`src/rtl/bcd_pkg.sv`:
```
// Shared constants and types for the digit-serial BCD add/subtract path.
package bcd_pkg;

    localparam int unsigned BCD_W = 4;
    localparam logic [3:0] BCD_MAX = 4'd9;
    localparam logic [3:0] BCD_FIX = 4'd6;

    localparam logic OP_ADD = 1'b0;
    localparam logic OP_SUB = 1'b1;

    typedef enum logic [1:0] {
        IDLE = 2'd0,
        RUN  = 2'd1,
        DONE = 2'd2
    } state_e;

    function automatic logic digit_bad(input logic [3:0] d);
        return d > BCD_MAX;
    endfunction

endpackage

```
`src/rtl/bcd_digit_add.sv`:
```
// One-digit BCD adder with optional nine's complement of b and decimal correction.
module bcd_digit_add
    import bcd_pkg::*;
(
    input  logic [3:0] a,
    input  logic [3:0] b,
    input  logic       ci,
    input  logic       sub,
    output logic [3:0] s,
    output logic       co,
    output logic       bad
);

    logic [3:0] bd;
    logic [4:0] t;

    always_comb begin
        bd  = (sub == OP_SUB) ? (BCD_MAX - b) : b;
        t   = {1'b0, a} + {1'b0, bd} + {4'b0, ci};
        bad = digit_bad(a) || digit_bad(b);
        if (t > {1'b0, BCD_MAX}) begin
            // Only the low nibble survives, so 4-bit wraparound gives the corrected digit.
            s  = t[3:0] + BCD_FIX;
            co = 1'b1;
        end else begin
            s  = t[3:0];
            co = 1'b0;
        end
    end

endmodule

```
`src/rtl/bcd_serial_addsub.sv`:
```
// Digit-serial multi-digit BCD adder/subtractor, one digit per clock, LSD first.
module bcd_serial_addsub
    import bcd_pkg::*;
#(
    parameter int unsigned DIGITS = 4
) (
    input  logic                    clk,
    input  logic                    rst,
    input  logic                    start,
    input  logic                    op,
    input  logic [4*DIGITS-1:0]     a,
    input  logic [4*DIGITS-1:0]     b,
    input  logic                    cin,
    output logic                    busy,
    output logic                    done,
    output logic [4*DIGITS-1:0]     sum,
    output logic                    cout,
    output logic                    invalid
);

    localparam int unsigned W     = BCD_W * DIGITS;
    localparam int unsigned IDX_W = (DIGITS > 1) ? $clog2(DIGITS) : 1;
    localparam logic [IDX_W-1:0] LAST = IDX_W'(DIGITS - 1);

    state_e           state_q, state_d;
    logic [W-1:0]     a_q, a_d;
    logic [W-1:0]     b_q, b_d;
    logic             op_q, op_d;
    logic             carry_q, carry_d;
    logic [IDX_W-1:0] idx_q, idx_d;
    logic [W-1:0]     sum_q, sum_d;
    logic             cout_q, cout_d;
    logic             inv_q, inv_d;

    logic [3:0]       dig_s;
    logic             dig_co;
    logic             dig_bad;
    logic [W-1:0]     sum_shift;

    // Operands shift right each RUN cycle, so the current digit is always in the low nibble.
    bcd_digit_add u_digit (
        .a   (a_q[3:0]),
        .b   (b_q[3:0]),
        .ci  (carry_q),
        .sub (op_q),
        .s   (dig_s),
        .co  (dig_co),
        .bad (dig_bad)
    );

    // Result enters at the top and reaches its slot after DIGITS shifts.
    if (DIGITS == 1) begin : g_one
        assign sum_shift = dig_s;
    end else begin : g_multi
        assign sum_shift = {dig_s, sum_q[W-1:BCD_W]};
    end

    always_comb begin
        state_d = state_q;
        a_d     = a_q;
        b_d     = b_q;
        op_d    = op_q;
        carry_d = carry_q;
        idx_d   = idx_q;
        sum_d   = sum_q;
        cout_d  = cout_q;
        inv_d   = inv_q;
        unique case (state_q)
            IDLE, DONE: begin
                if (start) begin
                    state_d = RUN;
                    a_d     = a;
                    b_d     = b;
                    op_d    = op;
                    carry_d = (op == OP_SUB) ? ~cin : cin;
                    idx_d   = '0;
                    inv_d   = 1'b0;
                    cout_d  = 1'b0;
                end else begin
                    state_d = IDLE;
                end
            end
            RUN: begin
                a_d     = a_q >> BCD_W;
                b_d     = b_q >> BCD_W;
                carry_d = dig_co;
                sum_d   = sum_shift;
                inv_d   = inv_q | dig_bad;
                idx_d   = idx_q + IDX_W'(1);
                if (idx_q == LAST) begin
                    state_d = DONE;
                    idx_d   = '0;
                    if (inv_d) begin
                        sum_d  = '0;
                        cout_d = 1'b0;
                    end else begin
                        cout_d = dig_co;
                    end
                end
            end
            default: state_d = IDLE;
        endcase
    end

    always_ff @(posedge clk or posedge rst) begin
        if (rst) begin
            state_q <= IDLE;
            a_q     <= '0;
            b_q     <= '0;
            op_q    <= OP_ADD;
            carry_q <= 1'b0;
            idx_q   <= '0;
            sum_q   <= '0;
            cout_q  <= 1'b0;
            inv_q   <= 1'b0;
        end else begin
            state_q <= state_d;
            a_q     <= a_d;
            b_q     <= b_d;
            op_q    <= op_d;
            carry_q <= carry_d;
            idx_q   <= idx_d;
            sum_q   <= sum_d;
            cout_q  <= cout_d;
            inv_q   <= inv_d;
        end
    end

    assign busy    = (state_q == RUN);
    assign done    = (state_q == DONE);
    assign sum     = sum_q;
    assign cout    = cout_q;
    assign invalid = inv_q;

endmodule

```
`config.mk`:
```
export PLATFORM = sky130hd
export DESIGN_NAME = bcd_serial_addsub
export DESIGN_NICKNAME = d
export VERILOG_FILES = /design/src/rtl/bcd_pkg.sv /design/src/rtl/bcd_digit_add.sv /design/src/rtl/bcd_serial_addsub.sv
export SDC_FILE = /design/constraint.sdc
export NUM_CORES = 1
export LEC_CHECK = 0
export ABC_AREA = 1
export CORE_UTILIZATION = 54
export DETAILED_ROUTE_END_ITERATION = 7
export PLACE_DENSITY = 0.87
export SETUP_SLACK_MARGIN = 0.15
export SLEW_MARGIN = 20
export SYNTH_ARGS = -nofsm -noshare
export SYNTH_HDL_FRONTEND = slang
export SYNTH_SLANG_ARGS = --single-unit
```
`constraint.sdc`:
```
create_clock -name clk -period 6 [get_ports clk]
set_input_delay 0.6 -clock clk [delete_from_list [all_inputs] [get_ports clk]]
set_output_delay 0.6 -clock clk [all_outputs]
set_load 0.05 [all_outputs]
```
==> flow_summary.ini <==
[run_status]
outcome = completed

[sta]
worst_slack_ps = 2830
tightest_slew_ps = 912
period_needed_ps = 3170
finalSetupTns_ps = 0
slew_violations = 0
setup_viol = 0
grt_setup_unrepaired = false
fmax_mhz = 315
maxSlewHeadroom_pct = 39.2
finalCritPeriodShare_pct = 52.9
hold_viol = 0
clock_skew_ps = 4.99

[power_and_ir_drop]
ir_drop_v = 0.000270
powerDensity_nw_per_um2 = 667
power.leakage_uw = 0.00155

[yosys]
syn-cell-area_sq_um = 2640
synth_ff_type = dfrtp_1
syn_avg_cell_area_sq_um = 9.39
ys_seq_elements = 56
ys_async_sr_fraction_pct = 100
synth_edf_count = 0
synth.yosys.seq_area_share_pct = 53.1
yosys_warnings = 0
syn_nets = 326
synth_cells = 281
ys_types = 32

[floorplan]
die_w_microns = 71.9
die_height_microns = 71.9
die-area_sq_um = 5170
rows = 25
core_area_sq_um = 4720
start_util_pct = 55.8
ios = 57

[setup_path]
cp.required_ps = 5400
critPathArrivalTime_ps = 2570
critPathCaptureType = output pin
path_max_fanout = 26
crit_type = register to output pin
start_kind = register

[grt]
first_global_vias = 2156
grt-busiest-layer = met2
grt_max_degree = 57
grt.met2_usage_pct = 41.0
grt_overflow = 0
grt_pass1_wl_microns = 9140
grt_usage_pct = 23.1
use_met3_pct = 5.06
antenna_found_initial = 0
grtUsageMet1_pct = 27.3

[clock_tree]
cts-root-buf = clkbuf_8
clock_sinks = 56
tritoncts = built
hold_buffers = 0
clk_pin_slew_ps = 90
postCtsSetupBuffers = 0
htreeDepth = 2
insertion_delay_ps = 310
numCtsBuffers = 5
ctsResizeCount = 0
cts_buffer_depth = 2

[place]
gp_congestion = 0.813
place_hpwl_microns = 3710
placed_cells = 395
io_buffers = 56
place_ws_ps = 3180
placed_area_sq_um = 3230

[detailed_routing]
detail_route.iter0.violations = 163
via_per_inst = 5.15
drc = 0
drt_pass1_iterations = 4
dr_total_vias = 2075
post_drt_wl_per_cell_microns = 13.0
drt-total-wl_microns = 5220
ant_nets = 0

[final_layout]
fin_cells = 403
antenna_cells = 0
drive_gt1_share_pct = 7.44
post-route-util_pct = 70.2
fillCellCount = 373
register_area_sq_um = 1400
multi_input_area_sq_um = 1020
final_area_sq_um = 3320
final_cell_mix = dfrtp_1 (56), clkdlybuf4s50_1 (56), nand2_1 (48), nor2_1 (44), inv_1 (36)
areaGrowthSynthToFinish_pct = 25.8
nets = 380

[flow_run]
cap_violations = 0

[hold_path]
hp-class = register to register
[sequential cells by signal (all words and copies together), names as in the netlist]
register / flops
a_q: 16
b_q: 16
sum: 16
idx_q: 2
state_q: 2
carry_q: 1
cout: 1
invalid: 1
op_q: 1
[cell type report]
cell class,count,area share [%]
multi-input cells,174,30.7
well taps,67,2.53
inverters,42,4.87
clock buffers,8,2.72
repair buffers,56,16.9
flip-flops and latches,56,42.2
[worst max-delay path, stage by stage (launching register included)]
cell and delay, ps:
dfrtp_1 430, nand2_2 370, inv_2 550, clkdlybuf4s50_1 900
[power breakdown]
| part | leakage, uW | total (uW) | internal [uW] | switching [uW] |
|---|---|---|---|---|
| clock | 0.0000455 | 212 | 94.5 | 118 |
| combinational | 0.000819 | 1330 | 478 | 853 |
| sequential | 0.000685 | 668 | 562 | 106 |
| total | 0.00155 | 2210 | 1130 | 1080 |
[cell families (layout without fill, tap and decap cells)]
group	after synthesis	count (layout)	share of synthesized area [%]
adders and majority gates	8	8	4.36
buffers and inverters	51	106	8.21
DFF	56	56	53.1
xor gates and xnor gates	3	3	0.996
AOI/OAI and AO/OA	56	56	16.4
and+or+nand+nor	107	107	16.9
[through the flow]
step / hold WS, ps / power [uW]
global placement: 456 / 1940
CTS: 489 / 2210
finish: 485 / 2210
detailed placement: 467 / 2000
global route: 510 / 2390
floorplan: 442 / 1690
[Yosys cell counts, types with 2 or more instances]
cell      count  area (sq um)
nor2_1       44           165
a221oi_2     10           150
inv_1        37           139
buf_6         2          22.5
ha_1          6          75.1
xnor2_1       2          17.5
fa_1          2          40.0
inv_2         3          11.3
a21oi_1       2          10.0
buf_2         3          15.0
a22o_1        4          35.0
o21ai_0      10          50.1
dfrtp_1      56          1400
o21ai_1       6          30.0
nand2_1      48           180
nand3_1      10          50.1
o22ai_1      20           125
clkbuf_1      2          7.51
[final timing paths]
path                             from       end  slack [ps]  cells past startpoint
setup / recovery           state_q[0]      busy        2830                      3
hold / removal               idx_q[0]  idx_q[0]         490                      1
setup reg to reg               b_q[1]   sum[15]        3450                     16
hold reg to reg              idx_q[0]  idx_q[0]         490                      1
max in group asynchronous         rst    b_q[3]        4680                      2
min in group asynchronous         rst    b_q[6]         770                      2
[per-layer routing]
layer  up-vias  part of all wire (%)
met5         -                     0
met4         0                   1.4
met3         7                   3.8
met2        55                    49
met1       976                    45
li1       1037                     -
(Power assumes the default switching activity.)
